$ cat src/rtl/mem_rr_arbiter_pkg.sv
// Shared types and constants for the round-robin memory arbiter.
package mem_arb_pkg;

   typedef enum logic [1:0] {
      IDLE  = 2'd0,
      ISSUE = 2'd1,
      WAIT  = 2'd2,
      RESP  = 2'd3
   } arb_state_e;

   localparam int DEF_NUM_REQ = 4;
   localparam int DEF_ADDR_W  = 8;
   localparam int DEF_DATA_W  = 8;
   localparam int DEF_MEM_LAT = 1;

   // Wide enough to count MEM_LAT-1 for latencies up to 4.
   localparam int LAT_CNT_W = 3;

   // Index width that stays at least one bit for a single requester.
   function automatic int idx_width(input int n);
      return (n > 1) ? $clog2(n) : 1;
   endfunction

endpackage

$ cat src/rtl/mem_rr_arbiter_rr_picker.sv
// Combinational round-robin picker: rotate the request vector so rr_ptr
// lands on bit 0, take the lowest set bit, then rotate the index back.
module rr_picker
   import mem_arb_pkg::*;
#(
   parameter int NUM_REQ = DEF_NUM_REQ,
   localparam int IDX_W  = idx_width(NUM_REQ)
) (
   input  logic [NUM_REQ-1:0] req,
   input  logic [IDX_W-1:0]   rr_ptr,
   output logic               grant_valid,
   output logic [IDX_W-1:0]   grant_idx
);

   localparam int SUM_W = IDX_W + 1;

   logic [NUM_REQ-1:0] rotated;
   logic [SUM_W-1:0]   rot_sum;
   logic [IDX_W-1:0]   offset;
   logic [SUM_W-1:0]   idx_sum;

   // Rotate, priority-encode from bit 0 upwards, then undo the rotation.
   always_comb begin
      rotated = '0;
      rot_sum = '0;
      offset  = '0;
      idx_sum = '0;
      for (int j = 0; j < NUM_REQ; j++) begin
         rot_sum = SUM_W'(j) + SUM_W'(rr_ptr);
         if (rot_sum >= SUM_W'(NUM_REQ)) begin
            rot_sum = rot_sum - SUM_W'(NUM_REQ);
         end
         rotated[j] = req[rot_sum[IDX_W-1:0]];
      end
      for (int j = NUM_REQ - 1; j >= 0; j--) begin
         if (rotated[j]) begin
            offset = IDX_W'(j);
         end
      end
      idx_sum = SUM_W'(offset) + SUM_W'(rr_ptr);
      if (idx_sum >= SUM_W'(NUM_REQ)) begin
         idx_sum = idx_sum - SUM_W'(NUM_REQ);
      end
      grant_valid = |rotated;
      grant_idx   = idx_sum[IDX_W-1:0];
   end

endmodule

$ cat src/rtl/mem_rr_arbiter.sv
// Round-robin arbiter that serialises requester transactions onto one
// single-port memory and returns a one-hot completion pulse per requester.
module mem_rr_arbiter
   import mem_arb_pkg::*;
#(
   parameter int NUM_REQ = DEF_NUM_REQ,
   parameter int ADDR_W  = DEF_ADDR_W,
   parameter int DATA_W  = DEF_DATA_W,
   parameter int MEM_LAT = DEF_MEM_LAT
) (
   input  logic                      clk,
   input  logic                      rst,
   input  logic [NUM_REQ-1:0]        req_valid,
   input  logic [NUM_REQ-1:0]        req_write,
   input  logic [NUM_REQ*ADDR_W-1:0] req_addr,
   input  logic [NUM_REQ*DATA_W-1:0] req_wdata,
   output logic [NUM_REQ-1:0]        req_ready,
   output logic [NUM_REQ-1:0]        rsp_valid,
   output logic [DATA_W-1:0]         rsp_rdata,
   output logic                      mem_enable,
   output logic                      mem_read,
   output logic                      mem_write,
   output logic [ADDR_W-1:0]         mem_addr,
   output logic [DATA_W-1:0]         mem_wdata,
   input  logic [DATA_W-1:0]         mem_rdata
);

   localparam int IDX_W = idx_width(NUM_REQ);

   arb_state_e           state_q;
   arb_state_e           state_d;
   logic [IDX_W-1:0]     rr_ptr;
   logic [IDX_W-1:0]     own_idx;
   logic                 lat_wr;
   logic [ADDR_W-1:0]    lat_addr;
   logic [DATA_W-1:0]    lat_wdata;
   logic [LAT_CNT_W-1:0] lat_cnt;
   logic                 grant_valid;
   logic [IDX_W-1:0]     grant_idx;
   logic                 grant_fire;

   rr_picker #(
      .NUM_REQ (NUM_REQ)
   ) u_picker (
      .req         (req_valid),
      .rr_ptr      (rr_ptr),
      .grant_valid (grant_valid),
      .grant_idx   (grant_idx)
   );

   // The memory always sees the latched request; strobes say when it counts.
   assign mem_addr  = lat_addr;
   assign mem_wdata = lat_wdata;

   // Next-state and strobe decode; grants only happen in IDLE and never in reset.
   always_comb begin
      state_d    = state_q;
      req_ready  = '0;
      rsp_valid  = '0;
      mem_enable = 1'b0;
      mem_read   = 1'b0;
      mem_write  = 1'b0;
      grant_fire = 1'b0;
      case (state_q)
         IDLE: begin
            if (grant_valid && !rst) begin
               req_ready[grant_idx] = 1'b1;
               grant_fire           = 1'b1;
               state_d              = ISSUE;
            end
         end
         ISSUE: begin
            mem_enable = 1'b1;
            mem_read   = ~lat_wr;
            mem_write  = lat_wr;
            state_d    = WAIT;
         end
         WAIT: begin
            if (lat_cnt == LAT_CNT_W'(MEM_LAT - 1)) begin
               state_d = RESP;
            end
         end
         RESP: begin
            rsp_valid[own_idx] = 1'b1;
            state_d            = IDLE;
         end
         default: begin
            state_d = IDLE;
         end
      endcase
   end

   // State register; reset returns to IDLE and abandons any transaction.
   always_ff @(posedge clk or posedge rst) begin
      if (rst) begin
         state_q <= IDLE;
      end else begin
         state_q <= state_d;
      end
   end

   // Latch the winning request, advance the pointer and time the memory access.
   always_ff @(posedge clk or posedge rst) begin
      if (rst) begin
         rr_ptr    <= '0;
         own_idx   <= '0;
         lat_wr    <= 1'b0;
         lat_addr  <= '0;
         lat_wdata <= '0;
         lat_cnt   <= '0;
      end else begin
         if (grant_fire) begin
            own_idx   <= grant_idx;
            lat_wr    <= req_write[grant_idx];
            lat_addr  <= req_addr[grant_idx*ADDR_W +: ADDR_W];
            lat_wdata <= req_wdata[grant_idx*DATA_W +: DATA_W];
            rr_ptr    <= (grant_idx == IDX_W'(NUM_REQ - 1)) ? '0 : grant_idx + 1'b1;
         end
         if (state_q == ISSUE) begin
            lat_cnt <= '0;
         end else if (state_q == WAIT) begin
            lat_cnt <= lat_cnt + 1'b1;
         end
      end
   end

   // Capture read data on the way into RESP so it is valid alongside rsp_valid.
   always_ff @(posedge clk or posedge rst) begin
      if (rst) begin
         rsp_rdata <= '0;
      end else if (state_q == WAIT && state_d == RESP && !lat_wr) begin
         rsp_rdata <= mem_rdata;
      end
   end

endmodule
$ cat config.mk
export PLATFORM = sky130hd
export DESIGN_NAME = mem_rr_arbiter
export DESIGN_NICKNAME = d
export VERILOG_FILES = /design/src/rtl/mem_rr_arbiter_pkg.sv /design/src/rtl/mem_rr_arbiter_rr_picker.sv /design/src/rtl/mem_rr_arbiter.sv
export SDC_FILE = /design/constraint.sdc
export NUM_CORES = 1
export LEC_CHECK = 0
export BUFFER_PORTS_ARGS = -buffer_cell sky130_fd_sc_hd__buf_2
export CAP_MARGIN = 10
export CORE_MARGIN = 2
export CORE_UTILIZATION = 50
export DETAILED_ROUTE_END_ITERATION = 6
export PLACE_DENSITY = 0.9
export SYNTH_ARGS = -nofsm -noshare
export SYNTH_HDL_FRONTEND = slang
export SYNTH_SLANG_ARGS = --single-unit
$ cat constraint.sdc
create_clock -name clk -period 4.3 [get_ports clk]
set_input_delay 0.43 -clock clk [delete_from_list [all_inputs] [get_ports clk]]
set_output_delay 0.43 -clock clk [all_outputs]
set_load 0.02 [all_outputs]
---- Word level (Yosys, flattened, before mapping) ----
Cells that the tools add are included.
cells by class
  add/subtract/negate cells ............... 11
  magnitude comparators ................... 13
  equal/unequal tests ..................... 5
  shift-type cells ........................ 2
  multiplexer cells ....................... 37
  bitwise operators ....................... 1
  reduce and logical (&&, ||, !) cells .... 11
operators by type and width
  kind                                                         number
  indexed part select 32 x 6 -> 8 bit                          2
  2-to-1 mux 2 bit                                             12
  less-than comparator 2 x 3 -> 1 bit (second input constant)  6
  >= comparator 3 bit (second input constant)                  4
  2-to-1 mux 1 bit                                             12
  2-to-1 mux 4 bit                                             3
  binary-select mux 1 bit (select 2 bit)                       5
  subtractor 2 x 1 -> 2 bit (second input constant)            5
  == test 2 bit (second input constant)                        4
  one-hot mux 2 bit (4 select lines)                           1
  adder 2 x 2 -> 3 bit (first input constant)                  2
  2-to-1 mux 3 bit                                             2
  logical AND 1 bit                                            5
  demux 1 bit (select 2 bit)                                   2
  >= comparator 2 x 1 -> 1 bit (second input constant)         2
  OR reduction 4 bit                                           1
  adder 1 x 2 -> 3 bit (first input constant)                  1
  adder 2 x 2 -> 3 bit                                         1
  adder 3 x 1 -> 3 bit (second input constant)                 1
  >= comparator 2 x 3 -> 1 bit (second input constant)         1
  zero test 3 bit                                              1
  adder 2 x 1 -> 2 bit (second input constant)                 1
  == test 2 x 1 -> 1 bit (second input constant)               1
  zero test 1 bit                                              2
  3 further kinds                                              3
storage, ports and cells
  flip-flop bits (word level) ............. 34
  input bits .............................. 82
  output and inout port bits .............. 35
  word-level logic and storage cells ...... 88

---- Longest topological paths before layout ----
  depth after elaboration ................. 18
  gate-level depth with buffers ........... 14
  depth with buffers taken out ............ 13

---- By module ----
From an unflattened synthesis, not the netlist that was laid out.
unflattened totals
  cells, all modules ...................... 162
  area, all modules ....................... 2140.8 µm²
modules (own cells, without submodules)
  module          times used  cells an instance  area each (µm²)  seq. area each (µm²)
  mem_rr_arbiter  1           137                1974.4           850.8
  rr_picker       1           25                 166.4            0.0

---- Least setup slack after synthesis ----
OpenSTA, ideal clock, no wires.
  kind .................................... reg2out
  from .................................... reg rr_ptr[0]
  to ...................................... out req_ready[1]
  data arrival time ....................... 2.557 ns
  data required time ...................... 3.870 ns
  slack ................................... 1.313 ns
  cell stages (with the launch flop) ...... 13
  path buffers ............................ 2
  path through ............................ dfrtp_1 > buf_2 > nand3_1 > o311ai_0 > o21ai_0 > o221ai_1 > ha_1 > xnor2_1 > nor3_4 > buf_6 > nor2_1 > inv_2 > nor3b_1
on the way
  word-level cells in the longest chain between the ends .. 18
  elaborated cells between the ends (all ways) .. 40
  those cells by class .................... add/sub: 9; order compare: 7; mux: 21; reduce/logical: 3
RTL lines
  item                                                                                                              line                                                            source
  from (decl)                                                                                                       mem_rr_arbiter.sv:32                                            logic [IDX_W-1:0] rr_ptr;
  from (signal assigned)                                                                                            mem_rr_arbiter.sv:117                                           rr_ptr <= (grant_idx == IDX_W'(NUM_REQ - 1)) ? '0 : grant_idx + 1'b1;
  adder 2 x 2 -> 3 bit                                                                                              mem_rr_arbiter_rr_picker.sv:29                                  rot_sum = SUM_W'(j) + SUM_W'(rr_ptr);
  >= comparator 3 bit / subtractor 2 x 1 -> 2 bit (equally long branches)                                           mem_rr_arbiter_rr_picker.sv:30, mem_rr_arbiter_rr_picker.sv:31
  2-to-1 mux 2 bit                                                                                                  mem_rr_arbiter_rr_picker.sv:30                                  if (rot_sum >= SUM_W'(NUM_REQ)) begin
  binary-select mux 1 bit (select 2 bit)                                                                            mem_rr_arbiter_rr_picker.sv:33                                  rotated[j] = req[rot_sum[IDX_W-1:0]];
  2-to-1 mux 1 bit (implied by the code)                                                                            mem_rr_arbiter_rr_picker.sv:33
  2-to-1 mux 2 bit (4 in series)                                                                                    mem_rr_arbiter_rr_picker.sv:36                                  if (rotated[j]) begin
  adder 2 x 2 -> 3 bit                                                                                              mem_rr_arbiter_rr_picker.sv:40                                  idx_sum = SUM_W'(offset) + SUM_W'(rr_ptr);
  >= comparator 3 bit / subtractor 2 x 1 -> 2 bit (equally long branches)                                           mem_rr_arbiter_rr_picker.sv:41, mem_rr_arbiter_rr_picker.sv:42
  2-to-1 mux 2 bit                                                                                                  mem_rr_arbiter_rr_picker.sv:41                                  if (idx_sum >= SUM_W'(NUM_REQ)) begin
  less-than comparator 2 x 3 -> 1 bit (implied by the code) / >= comparator 2 x 1 -> 1 bit (equally long branches)  mem_rr_arbiter.sv:67                                            req_ready[grant_idx] = 1'b1;
  logical AND 1 bit (implied by the code)                                                                           mem_rr_arbiter.sv:67
  2-to-1 mux 1 bit (implied by the code)                                                                            mem_rr_arbiter.sv:67
  demux 1 bit (select 2 bit)                                                                                        mem_rr_arbiter.sv:67
  2-to-1 mux 4 bit (*)                                                                                              mem_rr_arbiter.sv:66                                            if (grant_valid && !rst) begin
  2-to-1 mux 4 bit (*)                                                                                              mem_rr_arbiter.sv:64                                            case (state_q)
  to (decl)                                                                                                         mem_rr_arbiter.sv:17                                            output logic [NUM_REQ-1:0] req_ready,
Every way passes the cells marked *; elsewhere a longest branch is shown, timed or not. The select of a mux whose other input is x is not followed.

---- Final worst setup path ----
  from .................................... reg rr_ptr[0]
  to ...................................... out req_ready[3]
The elaborated chain is that of the path after synthesis.

==> run_results.csv <==
group,metric,value,unit
power,pwr-share-clk,0.123,
logic_synthesis,synth_compound_area_frac,0.2390,
detailed_routing,antenna_left,0,
power,leakage,1.473,nW
sta,setup_viol,0,
clocking,cts-root-buf,"clkbuf_8",
outcome,outcome,"finished, final reports clean",
floorplan,core_area,0.004444,mm2
sta,finalCritPeriodShare,0.8428,
power,power,2.439,mW
power,p_per_area,804.8,mW/mm2
critical_path,crit_path_end_kind,"primary output",
clocking,ctsLongestPathBuffers,2,
floorplan,die_h,72.41,um
detailed_routing,avgViaCountPerCell,5.674,
global_route,grt_pass1_wl,9.501,mm
critical_path,cp_top_family,"simple AND/OR/NAND/NOR gates",
critical_path,cp_common_cell,"nor2_1",
sta,slew_headroom,0.5397,
cells_and_area,fin_cells,402,
cells_and_area,fin_util,0.6819,
critical_path,start_kind,"flop",
power,combinationalPowerShare,0.632,
cells_and_area,antenna_cells,0,
sta,fmax,0.2759,GHz
cells_and_area,design_area,0.003030,mm2
cells_and_area,final_nets,440,
floorplan,die_w,72.41,um
sta,period_minus_slack,3.624,ns
place,place_inst,394,
global_route,grt_antenna_before_repair,0,
detailed_routing,wl_per_cell,14.79,um
logic_synthesis,yosysWarnings,0,
detailed_routing,routed_wirelength,5.947,mm
cells_and_area,synthToLayoutAreaGrowth,29.52,%
power,swShare,0.4867,
sta,whs,0.3150,ns
logic_synthesis,synth_xor_xnor_area_share,0.007487,
global_route,grt_pass1_vias,2099,
place,place_ws,0.9635,ns
logic_synthesis,synth-simple-area-share,0.2171,
global_route,grt_use_total,0.2333,
global_route,grt_max_degree,46,
logic_synthesis,ys_ff_latch,34,
cells_and_area,final_common_cell,"buf_2",
place,io_buffers,116,
floorplan,dieArea,0.005242,mm2
sta,fin_worst_skew,0.005840,ns
clocking,holdBufCountCts,0,
sta,setup_slack,0.6761,ns
clocking,cts_setup_buffers,0,
critical_path,cp_cell_sequence,"o311ai_0 -> o21ai_0 -> o221ai_1 -> ha_2 -> xnor2_1 -> nor3_4 -> nor2_1 -> inv_2 -> ha_1 -> inv_1 -> nor2_1 -> buf_2",
sta,max_slew.worst_pin.slew,0.6885,ns
place,gp_congestion,0.8244,
cells_and_area,final_layout_size_suffix_gt1_frac,0.4200,
clocking,htree_levels,2,
min_path,worst_hold_path_type,"in2async",
place,place_area,0.002917,mm2
critical_path,critPathMaxStageDelay,0.57,ns
clocking,post_cts_resized,0,
detailed_routing,drtIter0Drc,136,
sta,finalHoldViolations,0,
logic_synthesis,ys_seq_area_frac,0.3636,
floorplan,ios,117,
power,internal_power,1.252,mW
critical_path,cp.required,3.87,ns
flow_run,maxCapViolations,0,
logic_synthesis,postSynthCellCount,241,
clocking,clock_latency,0.29,ns
power,ir_drop,0.4457,mV
logic_synthesis,synth.area.mux_share,0.07166,
sta,fin_tns_setup,0,ns
logic_synthesis,synth_edf_count,0,
logic_synthesis,async_reset_ff_frac,1.000,
logic_synthesis,avgSynthCellArea,9.708,um2
cells_and_area,final_cell_mix,"buf_2, nor2b_1, dfrtp_1",
sta,maxSlewViolCount,0,
power,seqPwrFrac,0.245,
critical_path,arrival,3.19,ns
clocking,cts_tree,"yes",
place,hpwl,4.376,mm
critical_path,slowest_stage,"nor3_4",
clocking,cts.sinks,34,
critical_path,critPathKind,"reg2out",
critical_path,path_buf_inv,3,
logic_synthesis,ys_types,42,
floorplan,fp-row-count,24,
clocking,numCtsBuffers,5,
logic_synthesis,synth_fa_ha_area_frac,0.04813,
power,p_switching,1.187,mW
detailed_routing,dr.pass1.iters,4,
logic_synthesis,synth_ff_type,"dfrtp_1",
detailed_routing,drc,0,
clocking,path_clk_slew,0.08,ns
floorplan,initial_core_util,0.5265,
sta,rsz0062_at_grt,"false",
critical_path,path_max_fanout,18,
logic_synthesis,synth_top_family_by_area,"compound AO/OA/AOI/OAI gates",
detailed_routing,vias,2281,
logic_synthesis,syn_nets,332,
logic_synthesis,synth_area,0.002340,mm2
global_route,grt.overflow.total,0,
## cell families (layout without fill, tap and decap cells)
group / count (synthesis) / after routing
and+or+nand+nor: 89 / 89
xor gates and xnor gates: 2 / 2
muxes: 12 / 12
adders and majority gates: 9 / 9
buffers and inverters: 26 / 135
DFF: 34 / 34
AOI/OAI and AO/OA: 69 / 69
## power by group through the flow
stage | Sequential (mW) | Clock [mW] | Combinational (mW)
after detailed placement | 0.602 | 0 | 1.54
final | 0.598 | 0.299 | 1.54
after floorplan | 0.701 | 0 | 1.09
after CTS | 0.597 | 0.305 | 1.54
after global routing | 0.620 | 0.319 | 1.71
after global placement | 0.590 | 0 | 1.50
## worst register-to-register path, stage by stage (launching register included)
cell	delay, ns
dfrtp_1	0.52
o311ai_0	0.36
o21ai_0	0.14
o221ai_1	0.13
ha_2	0.27
xnor2_1	0.14
nor3_4	0.57
nor2_1	0.16
inv_2	0.11
ha_1	0.22
mux2_2	0.26
## state kept, by name, summed over array words and instances, names as in the netlist
register	count
own_idx	2
rsp_rdata	8
lat_wr	1
mem_addr	8
lat_cnt	3
state_q	2
mem_wdata	8
rr_ptr	2
## cell type report
type / count / area (um2)
inverter: 8 / 30.03
multi-input combinational: 181 / 1368
clock buffer: 5 / 68.82
fill: 369 / 1414
timing repair buffer: 119 / 603.1
clock inverter: 3 / 45.04
sequential: 34 / 850.8
tap: 52 / 65.06
## cells in the mapped netlist (all sizes together) (3+ instances only)
cell type	number	area share
nand2	25	0.040
nand3	3	0.012
nor3b	3	0.0096
o31ai	18	0.058
ha	9	0.048
inv	8	0.013
nor2b	35	0.094
mux2	11	0.067
nor2	7	0.011
a221oi	17	0.064
a2111oi	17	0.064
buf	7	0.022
clkbuf	11	0.018
o21ai	7	0.021
nor3	5	0.016
dfrtp	34	0.36
nand2b	4	0.011
## layer usage
metal | track usage | up-vias | routed length [um]
li1 | - | 1118 | -
met1 | 0.2841 | 1051 | 2533
met2 | 0.3976 | 99 | 2893
met3 | 0.05972 | 13 | 423
met4 | 0.08848 | 0 | 97
met5 | 0 | - | 0
## path summary, 6_finish.rpt
path | from | end | slack (ns) | depth (start not counted)
hold reg to reg | mem_addr[1] | mem_addr[1] | 0.48 | 2
setup / recovery | rr_ptr[0] | req_ready[3] | 0.68 | 12
setup reg to reg | rr_ptr[0] | rr_ptr[1] | 1.32 | 10
hold / removal | rst | lat_cnt[0] | 0.32 | 3
min in group clk | mem_rdata[1] | rsp_rdata[1] | 0.37 | 2
max in group asynchronous | rst | mem_wdata[5] | 3.67 | 3
(Power assumes the default switching activity.)
